==> src/rtl/oc8051_uart_txsched_pkg.sv <==
// Shared definitions for the OC8051 UART transmit scheduler: FSM encoding and SFR addresses.
// Latency: n/a (definitions only).
// Backpressure: n/a (definitions only).
package oc8051_uart_txsched_pkg;

  // SFR map entries used by the scheduler (OC8051 SFR space)
  localparam logic [7:0] SFR_SCON_ADDR   = 8'h98;
  localparam logic [7:0] SFR_SBUF_ADDR   = 8'h99;
  // Bit address of SCON.TI (SCON base 0x98, bit 1)
  localparam logic [7:0] SFR_SCON_TI_BIT = 8'h99;

  // Default TI wait limit in clk cycles when the timeout option is built in
  localparam logic [15:0] TO_CYCLES_DEFAULT = 16'd4096;

  typedef enum logic [2:0] {
    ST_IDLE    = 3'd0,
    ST_PRECLR  = 3'd1,
    ST_WRITE   = 3'd2,
    ST_WAIT_TI = 3'd3,
    ST_CLEAR   = 3'd4
  } tx_state_e;

endpackage

==> src/rtl/oc8051_rr_arb2.sv <==
// Two-way round-robin arbiter; the priority pointer moves only when a grant is accepted.
// Latency: grants are combinational from the requests; the pointer updates on the accepting edge.
// Backpressure: none internally; the parent qualifies the grants and reports acceptance.
module oc8051_rr_arb2 (
  input  logic clk_i,
  input  logic rst_ni,
  input  logic req0_i,
  input  logic req1_i,
  input  logic accept_i,
  output logic gnt0_o,
  output logic gnt1_o
);

  // 1 = requester 1 has priority on a tie; reset favours requester 0
  logic prio1_q;
  logic prio1_d;

  assign gnt0_o = req0_i & (~req1_i | ~prio1_q);
  assign gnt1_o = req1_i & (~req0_i |  prio1_q);

  // After an accept the winner loses priority to the other requester
  always_comb begin
    prio1_d = prio1_q;
    if (accept_i) prio1_d = gnt0_o;
  end

  // Priority pointer register
  always_ff @(posedge clk_i or negedge rst_ni) begin
    if (!rst_ni) prio1_q <= 1'b0;
    else         prio1_q <= prio1_d;
  end

endmodule

==> src/rtl/oc8051_uart_txsched.sv <==
// Schedules bytes from two requesters onto the OC8051 SFR write bus toward the UART (SBUF write, TI handshake).
// Latency: accept at T, SBUF write at T+1 (T+2 with pre-clear); TI clear one cycle after TI is sampled high.
// Backpressure: ready only in IDLE; bus_busy stalls any pending SFR write. Option macro: OC8051_UART_TXSCHED_TIMEOUT_EN.
module oc8051_uart_txsched
  import oc8051_uart_txsched_pkg::*;
#(
  parameter logic [15:0] TO_CYCLES = TO_CYCLES_DEFAULT
) (
  input  logic       clk,
  input  logic       rst,
  input  logic       req0_valid,
  input  logic [7:0] req0_data,
  output logic       req0_ready,
  input  logic       req1_valid,
  input  logic [7:0] req1_data,
  output logic       req1_ready,
  input  logic       ti,
  input  logic       bus_busy,
  output logic       wr,
  output logic       wr_bit,
  output logic [7:0] wr_addr,
  output logic [7:0] data_in,
  output logic       bit_in,
  output logic       busy,
  output logic       done,
  output logic       done_id,
  output logic       err
);

  tx_state_e  state_q, state_d;
  logic [7:0] data_q, data_d;
  logic       id_q, id_d;
  logic       gnt0, gnt1;
  logic       accept;

`ifdef OC8051_UART_TXSCHED_TIMEOUT_EN
  logic [15:0] cnt_q, cnt_d;
  logic        to_q, to_d;
`endif

  oc8051_rr_arb2 u_arb (
    .clk_i    (clk),
    .rst_ni   (rst),
    .req0_i   (req0_valid),
    .req1_i   (req1_valid),
    .accept_i (accept),
    .gnt0_o   (gnt0),
    .gnt1_o   (gnt1)
  );

  // Ready is gated by reset so every output is low while rst is asserted
  assign req0_ready = rst & (state_q == ST_IDLE) & gnt0;
  assign req1_ready = rst & (state_q == ST_IDLE) & gnt1;
  assign accept     = (req0_ready & req0_valid) | (req1_ready & req1_valid);
  assign busy       = (state_q != ST_IDLE);

  // Next state, SFR bus drive and completion pulses; bus fields are only non-zero when a write issues
  always_comb begin
    state_d = state_q;
    data_d  = data_q;
    id_d    = id_q;
    wr      = 1'b0;
    wr_bit  = 1'b0;
    wr_addr = 8'h00;
    data_in = 8'h00;
    bit_in  = 1'b0;
    done    = 1'b0;
    done_id = 1'b0;
    err     = 1'b0;
`ifdef OC8051_UART_TXSCHED_TIMEOUT_EN
    cnt_d   = cnt_q;
    to_d    = to_q;
`endif
    case (state_q)
      ST_IDLE: begin
        if (accept) begin
          data_d  = req1_ready ? req1_data : req0_data;
          id_d    = req1_ready;
          // A stale TI from an earlier byte must be cleared before SBUF is loaded
          state_d = ti ? ST_PRECLR : ST_WRITE;
`ifdef OC8051_UART_TXSCHED_TIMEOUT_EN
          to_d    = 1'b0;
`endif
        end
      end
      ST_PRECLR: begin
        if (!bus_busy) begin
          wr      = 1'b1;
          wr_bit  = 1'b1;
          wr_addr = SFR_SCON_TI_BIT;
          state_d = ST_WRITE;
        end
      end
      ST_WRITE: begin
        if (!bus_busy) begin
          wr      = 1'b1;
          wr_addr = SFR_SBUF_ADDR;
          data_in = data_q;
          state_d = ST_WAIT_TI;
`ifdef OC8051_UART_TXSCHED_TIMEOUT_EN
          cnt_d   = 16'd0;
`endif
        end
      end
      ST_WAIT_TI: begin
        if (ti) begin
          state_d = ST_CLEAR;
`ifdef OC8051_UART_TXSCHED_TIMEOUT_EN
        end else if (cnt_q == TO_CYCLES - 16'd1) begin
          // Give up on the UART: flag it and still clear TI so the next byte starts clean
          err     = 1'b1;
          to_d    = 1'b1;
          state_d = ST_CLEAR;
        end else begin
          cnt_d   = cnt_q + 16'd1;
`endif
        end
      end
      ST_CLEAR: begin
        if (!bus_busy) begin
          wr      = 1'b1;
          wr_bit  = 1'b1;
          wr_addr = SFR_SCON_TI_BIT;
          state_d = ST_IDLE;
`ifdef OC8051_UART_TXSCHED_TIMEOUT_EN
          done    = ~to_q;
`else
          done    = 1'b1;
`endif
          done_id = done & id_q;
        end
      end
      default: state_d = ST_IDLE;
    endcase
  end

  // FSM state and latched transfer registers
  always_ff @(posedge clk or negedge rst) begin
    if (!rst) begin
      state_q <= ST_IDLE;
      data_q  <= 8'h00;
      id_q    <= 1'b0;
    end else begin
      state_q <= state_d;
      data_q  <= data_d;
      id_q    <= id_d;
    end
  end

`ifdef OC8051_UART_TXSCHED_TIMEOUT_EN
  // TI wait counter and timeout marker
  always_ff @(posedge clk or negedge rst) begin
    if (!rst) begin
      cnt_q <= 16'd0;
      to_q  <= 1'b0;
    end else begin
      cnt_q <= cnt_d;
      to_q  <= to_d;
    end
  end
`endif

endmodule

==> config.mk <==
export PLATFORM = sky130hd
export DESIGN_NAME = oc8051_uart_txsched
export DESIGN_NICKNAME = d
export VERILOG_FILES = /design/src/rtl/oc8051_uart_txsched_pkg.sv /design/src/rtl/oc8051_rr_arb2.sv /design/src/rtl/oc8051_uart_txsched.sv
export SDC_FILE = /design/constraint.sdc
export NUM_CORES = 1
export LEC_CHECK = 0
export BUFFER_PORTS_ARGS = -buffer_cell sky130_fd_sc_hd__clkbuf_2
export CAP_MARGIN = 40
export CORE_MARGIN = 5
export CORE_UTILIZATION = 40
export CTS_CLUSTER_DIAMETER = 200
export DETAILED_ROUTE_END_ITERATION = 10
export PLACE_DENSITY = 0.75
export REMOVE_ABC_BUFFERS = 1
export SLEW_MARGIN = 20
export SYNTH_ARGS = -nofsm -noshare
export SYNTH_HDL_FRONTEND = slang
export SYNTH_HIERARCHICAL = 1
export SYNTH_SLANG_ARGS = --single-unit
==> constraint.sdc <==
create_clock -name clk -period 1.8 [get_ports clk]
set_input_delay 0.18 -clock clk [delete_from_list [all_inputs] [get_ports clk]]
set_output_delay 0.18 -clock clk [all_outputs]
set_load 0.005 [all_outputs]
==> Implementation_results.wiki <==
{| class="wikitable"
! Metric !! Value
|-
| Status || complete, no violations
|-
| Number of clock buffers inserted by TritonCTS || 3
|-
| Initial standard-cell utilization of the core || 41.5%
|-
| Total non-filler cell area in the finished layout || 1150 µm²
|-
| Largest net degree at the start of global routing || 18
|-
| Internal reg-to-reg setup slack || 60 ps
|-
| Sequential area share after synthesis || 35.8%
|-
| Fraction of registers with async set/reset || 100%
|-
| Detailed-route DRC error count || 0
|-
| Total of flip-flops plus latches after synthesis || 13
|-
| Worst voltage drop across the vdd grid || 656 µV
|-
| Htree depth || 1
|-
| Dominant synthesized flop cell || dfrtp_1
|-
| Worst hold endpoint || data_q[4]$_DFFE_PN0P_
|-
| Yosys warning total || 6
|-
| Number of top-level pins || 47
|-
| Post-route minimum period || 1740 ps
|-
| Final hold viol count || 0
|-
| Via Count || 884
|-
| Cell area after placement || 1110 µm²
|-
| Crit share post-route || 96.8%
|-
| Crit path launch type || flop
|-
| Number of antenna violations at the first check in global routing || 0
|-
| WL per Instance || 12.7 µm
|-
| Number of antenna cells inserted || 0
|-
| Unique cell type count in the Yosys netlist || 31
|-
| Floorplan core area || 2190 µm²
|-
| Clock Path Buffers || 2
|-
| Clock skew after layout || 0.685 ps
|-
| Most common cell after layout, fill and taps aside || clkbuf_2
|-
| Post-synthesis cell count || 109
|-
| Category of the most critical setup path || flop to flop
|-
| Grt ovf || 0
|-
| Number of enable flip-flop cells after synthesis || 0
|-
| Required time at the endpoint of the critical path || 1950 ps
|-
| HPWL after detailed placement || 1.79 mm
|-
| Routability Congestion || 0.762
|-
| Clock slew at reported path FFs || 80 ps
|-
| Library cell used as clock root buffer || clkbuf_4
|-
| Count of input and output buffers || 40
|-
| WP data arrival || 1900 ps
|-
| GR Util All Layers || 13.2%
|-
| Iteration count of the initial detailed-routing pass || 5
|-
| Maximum operating frequency || 0.574 GHz
|-
| Number of cells traversed by the worst register-to-register path || 4
|-
| Min-Delay Path Depth || 3
|-
| Clock tree from TritonCTS || yes
|-
| Number of placement rows || 17
|-
| Overall die height || 57.7 µm
|-
| Number of global-route vias before repair || 831
|-
| Clock Sink Count || 13
|-
| Total Die Area || 3320 µm²
|-
| Wire length of the first global-routing pass || 3.51 mm
|-
| WL final || 2.28 mm
|-
| Number of design-rule violations left by the first detailed-router iteration || 34
|-
| Setup Viol. Count Final || 0
|-
| Detailed-route vias per instance || 4.94
|-
| Startpoint of the lowest-slack hold path || req1_data[4]
|-
| Most frequent cells in the layout || clkbuf_2, inv_1, dfrtp_1
|-
| Crit Reg-Reg Startpoint || state_q[2]$_DFFE_PN0P_
|-
| Die extent in x || 57.7 µm
|-
| Number of nets at the end of the flow || 174
|-
| Filler Cells Inserted || 208
|-
| Mapped cell area || 908 µm²
|-
| Unrepaired setup endpoints after global routing || false
|-
| Pleak || 0.000674 µW
|-
| Share of cells above drive strength 1 || 38.4%
|-
| Post-Synthesis Mean Instance Area || 8.33 µm²
|-
| Final Util || 52.5%
|-
| Number of nets with antenna violations after routing || 0
|-
| Power per Cell Area || 1240 nW/µm²
|-
| Final number of max-transition violations || 0
|-
| Area overhead of the layout relative to synthesis || 26.7%
|-
| Clock latency of the later-clocked register in the worst-skew pair || 260 ps
|-
| Capturing element type of the critical path || flop
|-
| Critical R2R Capture || u_arb/prio1_q$_DFFE_PN0P_
|-
| Max-capacitance violation count || 0
|-
| Path category of the worst min-delay check || input port to flop
|-
| Worst Path Max Fanout || 11
|}
flip-flops by register name (all words and copies together), names as in the netlist:
name	flops
id_q	1
state_q	3
u_arb/prio1_q	1
data_q	8
cells by family (layout without fill, tap and decap cells):
family,after synthesis,count (layout),share of synthesized area [%]
other,1,6,0.413
AND/OR/NAND/NOR,28,28,18.3
buffers and inverters,46,83,24.9
flip-flops,13,13,35.8
XOR/XNOR,1,1,0.964
multiplexers,2,2,2.75
AO/OA/AOI/OAI,18,18,16.8
critical path, stage by stage (launching register included):
cell and delay (ps):
dfrtp_1 380, or4b_4 540, a21o_1 300, inv_1 120
mux2_4 290
synth_stat cells, types with 2 or more instances:
master | number | share of area [%]
nor4_1 | 8 | 5.5
dfrtp_1 | 13 | 36
nor3_2 | 2 | 2.2
buf_6 | 2 | 2.5
o21ai_0 | 2 | 1.1
inv_1 | 30 | 12
nor3_1 | 3 | 1.7
clkbuf_1 | 3 | 1.2
nor2_1 | 4 | 1.7
buf_4 | 10 | 8.3
nand2_1 | 3 | 1.2
nand2b_1 | 3 | 2.1
a222oi_1 | 8 | 8.8
per-stage QoR:
| stage | TNS [ps] | power (µW) | worst slack [ps] | hold WS, ps | cells |
|---|---|---|---|---|---|
| 6_report | 0 | 1420 | 57.5 | 124 | 179 |
| 5_1_grt | 0 | 1530 | 2.20 | 130 | 179 |
| 4_1_cts | 0 | 1430 | 37.2 | 122 | 179 |
| 3_5_place_dp | 0 | 1250 | 68.9 | 146 | 174 |
| 3_3_place_gp | 0 | 1210 | 98.3 | 148 | 174 |
| 2_1_floorplan | -401 | 916 | -103 | -116 | 98 |
where the power goes:
part           leakage [µW]  switching [µW]  internal (µW)
combinational      0.000510             408            373
sequential         0.000149            50.5            421
clock             0.0000150            87.3           85.5
total              0.000674             546            879
layer usage:
metal	track usage (%)	wire, µm	vias up	part of all wire, %
met3	1.78	192	0	8.4
met1	16.2	928	407	41
met2	23.5	1150	41	51
li1	-	-	436	-
met4	4.30	0	0	0
met5	0	0	-	0
cell type report:
class | instances | area, µm² | share of cell area (%)
inverter | 30 | 113 | 9.78
multi-input combinational | 55 | 382 | 33.2
clock buffer | 4 | 26.3 | 2.28
tap | 28 | 35.0 | 3.04
timing repair buffer | 49 | 270 | 23.5
sequential | 13 | 325 | 28.3
how the worst max path moves through the flow:
| stage | start | to | slack, ps | cells after the start |
|---|---|---|---|---|
| detailed placement | state_q[2]$_DFFE_PN0P_ | u_arb/prio1_q$_DFFE_PN0P_ | 70 | 4 |
| global route | state_q[2]$_DFFE_PN0P_ | wr_addr[4] | 2 | 5 |
| finish | state_q[2]$_DFFE_PN0P_ | u_arb/prio1_q$_DFFE_PN0P_ | 60 | 4 |
| floorplan | state_q[0]$_DFFE_PN0P_ | u_arb/prio1_q$_DFFE_PN0P_ | -100 | 4 |
| global placement | state_q[2]$_DFFE_PN0P_ | u_arb/prio1_q$_DFFE_PN0P_ | 100 | 4 |
| CTS | state_q[2]$_DFFE_PN0P_ | req0_ready | 40 | 4 |
repair_timing:
action / in CTS / in global routing
hold buffers: 1 / 0
gates resized for setup: 1 / 2
hold endpoints to repair: 13 / 0
setup endpoints to repair: 5 / 4
pin swaps: 0 / 1
buffers inserted: 0 / 0
(Power assumes the default switching activity.)
